### config.mk
export PLATFORM = sky130hd
export DESIGN_NAME = stream_width_packer
export DESIGN_NICKNAME = d
export VERILOG_FILES = /design/src/rtl/stream_width_packer.sv
export SDC_FILE = /design/constraint.sdc
export NUM_CORES = 1
export LEC_CHECK = 0
export CAP_MARGIN = 10
export CORE_MARGIN = 2
export CORE_UTILIZATION = 25
export DETAILED_ROUTE_END_ITERATION = 16
export GPL_TIMING_DRIVEN = 0
export SKIP_LAST_GASP = 1
export SLEW_MARGIN = 10
export SYNTH_ARGS = -nofsm -noshare
export SYNTH_HDL_FRONTEND = slang
export SYNTH_SLANG_ARGS = --single-unit
### constraint.sdc
create_clock -name clk -period 3.1 [get_ports clk]
set_clock_uncertainty 0.15 [all_clocks]
set_input_delay 0.62 -clock clk [delete_from_list [all_inputs] [get_ports clk]]
set_output_delay 0.62 -clock clk [all_outputs]
set_load 0.02 [all_outputs]
### src/rtl/stream_width_packer.sv
// Packs PACK_RATIO narrow input words into one wide output word, little-endian by lane.
// Define STREAM_WIDTH_PACKER_FLUSH_EN to add the flush port for emitting partial words.

module stream_width_packer_lane #(
  parameter int DATA_WIDTH = 8
) (
  input  logic                  clk,
  input  logic                  rstn,
  input  logic                  clr,
  input  logic                  we,
  input  logic [DATA_WIDTH-1:0] d,
  output logic [DATA_WIDTH-1:0] q
);
  always_ff @(posedge clk or negedge rstn) begin
    if (!rstn)    q <= '0;
    else if (clr) q <= '0;
    else if (we)  q <= d;
  end
endmodule

module stream_width_packer #(
  parameter int DATA_WIDTH = 8,
  parameter int PACK_RATIO = 4
) (
  input  logic                             clk,
  input  logic                             rstn,
  input  logic [DATA_WIDTH-1:0]            in_data,
  input  logic                             in_valid,
  output logic                             in_ready,
  output logic [DATA_WIDTH*PACK_RATIO-1:0] out_data,
  output logic                             out_valid,
  input  logic                             out_ready,
  output logic [PACK_RATIO-1:0]            out_keep,
  input  logic                             clear,
`ifdef STREAM_WIDTH_PACKER_FLUSH_EN
  input  logic                             flush,
`endif
  output logic [$clog2(PACK_RATIO):0]      count
);
  localparam int IW = $clog2(PACK_RATIO);
  localparam int CW = IW + 1;

  typedef struct packed {
    logic                                 vld;
    logic [PACK_RATIO-1:0]                keep;
    logic [PACK_RATIO-1:0][DATA_WIDTH-1:0] data;
  } obuf_t;

  obuf_t                                 obuf_q, obuf_d;
  logic [IW-1:0]                         idx_q, idx_d;
  logic [PACK_RATIO-1:0][DATA_WIDTH-1:0] acc_q, acc_nxt;
  logic [PACK_RATIO-1:0]                 lane_we, keep_nxt;
  logic [CW-1:0]                         fill;
  logic in_hs, full, out_free, flush_stall, flush_take, load;

  assign out_free = !obuf_q.vld || out_ready;

`ifdef STREAM_WIDTH_PACKER_FLUSH_EN
  // A flush waiting on a stalled output also holds back input so the partial word stays put.
  assign flush_stall = flush && obuf_q.vld && !out_ready;
  assign flush_take  = flush && !clear && !full && (fill != '0) && out_free;
`else
  assign flush_stall = 1'b0;
  assign flush_take  = 1'b0;
`endif

  assign in_ready = rstn && !clear && !flush_stall &&
                    ((idx_q != IW'(PACK_RATIO-1)) || out_free);
  assign in_hs    = in_valid && in_ready;
  assign full     = in_hs && (idx_q == IW'(PACK_RATIO-1));
  assign fill     = CW'(idx_q) + CW'(in_hs);
  assign load     = full || flush_take;

  // Accumulator lanes are zeroed on every load so unfilled lanes read as zero.
  for (genvar k = 0; k < PACK_RATIO; k++) begin : g_lane
    assign lane_we[k]  = in_hs && (idx_q == IW'(k));
    assign acc_nxt[k]  = lane_we[k] ? in_data : acc_q[k];
    assign keep_nxt[k] = fill > CW'(k);

    stream_width_packer_lane #(.DATA_WIDTH(DATA_WIDTH)) u_lane (
      .clk  (clk),
      .rstn (rstn),
      .clr  (clear || load),
      .we   (lane_we[k]),
      .d    (in_data),
      .q    (acc_q[k])
    );
  end

  always_comb begin
    obuf_d = obuf_q;
    idx_d  = idx_q;
    if (clear) begin
      obuf_d = '0;
      idx_d  = '0;
    end else if (load) begin
      obuf_d.vld  = 1'b1;
      obuf_d.keep = keep_nxt;
      obuf_d.data = acc_nxt;
      idx_d       = '0;
    end else begin
      if (out_ready) obuf_d.vld = 1'b0;
      if (in_hs)     idx_d      = idx_q + 1'b1;
    end
  end

  always_ff @(posedge clk or negedge rstn) begin
    if (!rstn) begin
      obuf_q <= '0;
      idx_q  <= '0;
    end else begin
      obuf_q <= obuf_d;
      idx_q  <= idx_d;
    end
  end

  assign out_data  = obuf_q.data;
  assign out_keep  = obuf_q.keep;
  assign out_valid = obuf_q.vld;
  assign count     = CW'(idx_q);
endmodule

==> results by group <==
STA
  • Final Critical Period: between 2 and 3 ns
  • Final hold vios: 0
  • Worst hold slack: around 0.12 ns
  • Final setup fails: 0
  • Slew @ Worst Pin: 0.633 ns
  • Period utilisation layout: between 90 and 100%
  • Max-Slew Margin vs Limit: about 58%
  • Unrepaired setup endpoints after global routing: false
  • Achievable Freq: between 300 and 400 MHz
  • Max-slew violation count: 0

Synthesis
  • Most common flop cell mapped by yosys: dfrtp_1
  • Ranking of synthesized cells by area: dfrtp_1 58%, nand3b_1 9.9%, mux2i_1 8.8%
  • Most common cell in the netlist: dfrtp_1
  • Synth Instances: 241
  • Top cell type by total area after synthesis: dfrtp_1
  • Sequential cell area fraction in the yosys report: between 50% and 60%
  • Unique masters post-synth: 25
  • Mean Syn Cell Area: between 10 and 15 sq um
  • Synth top area share: between 50 and 60%
  • Mapped cell area: 0.00273 sq mm
  • Seq cells post-synth: 63
  • Post-synth EDFFs: 0
  • Synthesis Warnings: 0
  • Top cells by count, synth: 63 x dfrtp_1, 36 x nand3b_1, 26 x nor2_1
  • Async S/R FF share, synth: 100%
  • Synthesized Nets: roughly 260

CTS
  • CTS tree: done
  • Clock Latency Late Sink: about 0.34 ns
  • # hold bufs at CTS: 0
  • H-tree depth: 3
  • Sink Count: 63
  • Worst-path clk slew: 0.07 ns
  • Number of gates resized after CTS: 0
  • Max Root-Sink Buffers: 2
  • TritonCTS Buffers: 9
  • Root Buffer: clkbuf_8
  • Post-CTS Repair Setup Buffers: 0

Floorplanning
  • CORE AREA: between 0.01 and 0.015 sq mm
  • I/O pin count: 54
  • Die W: 109 microns
  • Die ar.: around 0.012 sq mm
  • Cell row count: 38
  • Die Y: around 110 microns
  • Initial Util: 25.4%

Cells and area
  • Design Area, Final: ~0.0037 sq mm
  • Final net count: approximately 330
  • Utilization after layout: approximately 34%
  • Area grow syn2layout: 35.3%
  • Cell Count, Final, Fillers Out: 449
  • Ant. Diodes: 0
  • Layout cell share with drive strength beyond 1: approximately 7.4%

Routing
  • Drt initial violations: 93
  • Wire length per cell: roughly 16 microns
  • First-pass DRT Iterations: 4
  • WL final: ~7.0 mm
  • Vias after detailed routing: roughly 2000
  • Vias per inst: about 4.5
  • Post-route ant nets: 0
  • DRC Markers: 0

Placed design
  • Inst Count DP: 434
  • DP HPWL: ~4.9 mm
  • Gpl congestion: about 0.75
  • Port Buffers: 52
  • Dpl cell area: around 0.0035 sq mm

Hold path
  • Min-Delay Path Class: input pin to async pin

Worst setup path
  • Worst EP arrival: roughly 2.2 ns
  • Data required, critical path: 2.33 ns
  • Type of origin of the critical path: input pin
  • Reg2Reg Setup Slack: roughly 0.56 ns
  • CP Class: input pin to output port
  • Maximum net fanout on the critical path: 5
  • Crit path capture type: output port

Global routing
  • First-pass GRT wire length: between 10 and 15 mm
  • Largest net degree at the start of global routing: 67
  • Vias in the first global route: just over 2000
  • Grt total ovfl: 0
  • Initial antenna violation count: 0
  • GRT Total Usage: between 10% and 20%

Power
  • Pwr Total: between 1.5 and 2 mW
  • LEAKAGE: ~1.6 nW
  • Power Density: roughly 490 mW/mm^2
  • Max rail drop VDD: around 0.24 mV

Outcome
  • Status: completed

Flow run
  • Max cap viols: 0
[cells by family after synthesis]
kind of cell             after synthesis  synth area share, %
AO/OA/AOI/OAI                         30                 5.86
other                                  1                0.137
buffers and inverters                 19                 3.30
flip-flops                            63                 57.7
multiplexers                          24                 8.79
AND/OR/NAND/NOR                       96                 20.7
XOR/XNOR                               1                0.320
adder cells (fa/ha/maj)                7                 3.20
[registers in the layout, summed over array words and instances, names as in the netlist]
signal and flops:
idx_q 2, g_lane.u_lane.q 24, out_keep 4, out_data 32
out_valid 1
[where the power goes]
group	leakage (nW)	switching (mW)	total, mW	internal (mW)
combinational	0.554	0.0634	0.108	0.0446
sequential	0.878	0.00317	0.831	0.828
clock	0.123	0.312	0.886	0.574
total	1.55	0.378	1.82	1.45
[cells in the final DEF (no fill, tap or decap)]
master / n
and4_1: 1
nor3_4: 3
ha_1: 7
buf_6: 2
nand3b_1: 36
nor3_1: 1
xnor2_1: 1
buf_16: 1
nor2_1: 26
dfrtp_1: 63
o31ai_1: 2
nand2_1: 22
nor3b_2: 1
clkdlybuf4s50_1: 51
a41o_1: 1
o21ai_0: 3
conb_1: 1
nor3b_1: 1
nand2b_1: 2
inv_1: 3
mux2i_1: 24
clkbuf_1: 14
nand4_1: 1
o21ai_1: 24
clkbuf_8: 11
nor2b_1: 1
bufinv_16: 3
and3b_1: 1
buf_4: 2
[final cells by class]
class | count | area, sq um
Tap cell | 140 | 175
Fill cell | 1135 | 7050
Inverter | 3 | 11.3
Sequential cell | 63 | 1580
Multi-Input combinational cell | 159 | 1070
Buffer | 16 | 78.8
Clock inverter | 3 | 90.1
Timing Repair Buffer | 53 | 546
Clock buffer | 12 | 155
[critical path: stages]
cell	delay, ns
clkdlybuf4s50_1	0.49
nand2b_1	0.19
buf_6	0.15
nor2_1	0.09
clkdlybuf4s50_1	0.60
[routing by layer]
layer  track usage (%)  part of all wire, %
met2              19.9                   46
met3              3.98                  5.0
met4              3.85                 0.54
met1              17.2                   49
met5                 0                    0
[through the flow]
stage,TNS [ns],setup WS [ns]
6_report,0,0.183
5_1_grt,0,0.121
4_1_cts,0,0.169
3_5_place_dp,0,0.163
3_3_place_gp,-169.43,-2.05
2_1_floorplan,0,0.681
[worst paths after layout]
path / start / endpoint / cells past startpoint
worst max register to register: idx_q[0] / out_keep[2] / 9
worst max-delay path: clear / in_ready / 5
worst min-delay path: rstn / out_valid / 2
min in group clk: out_keep[3] / out_keep[3] / 2
worst min register to register: out_keep[3] / out_keep[3] / 2
max in group asynchronous: rstn / g_lane[0].u_lane.q[4] / 2
(Power assumes the default switching activity.)
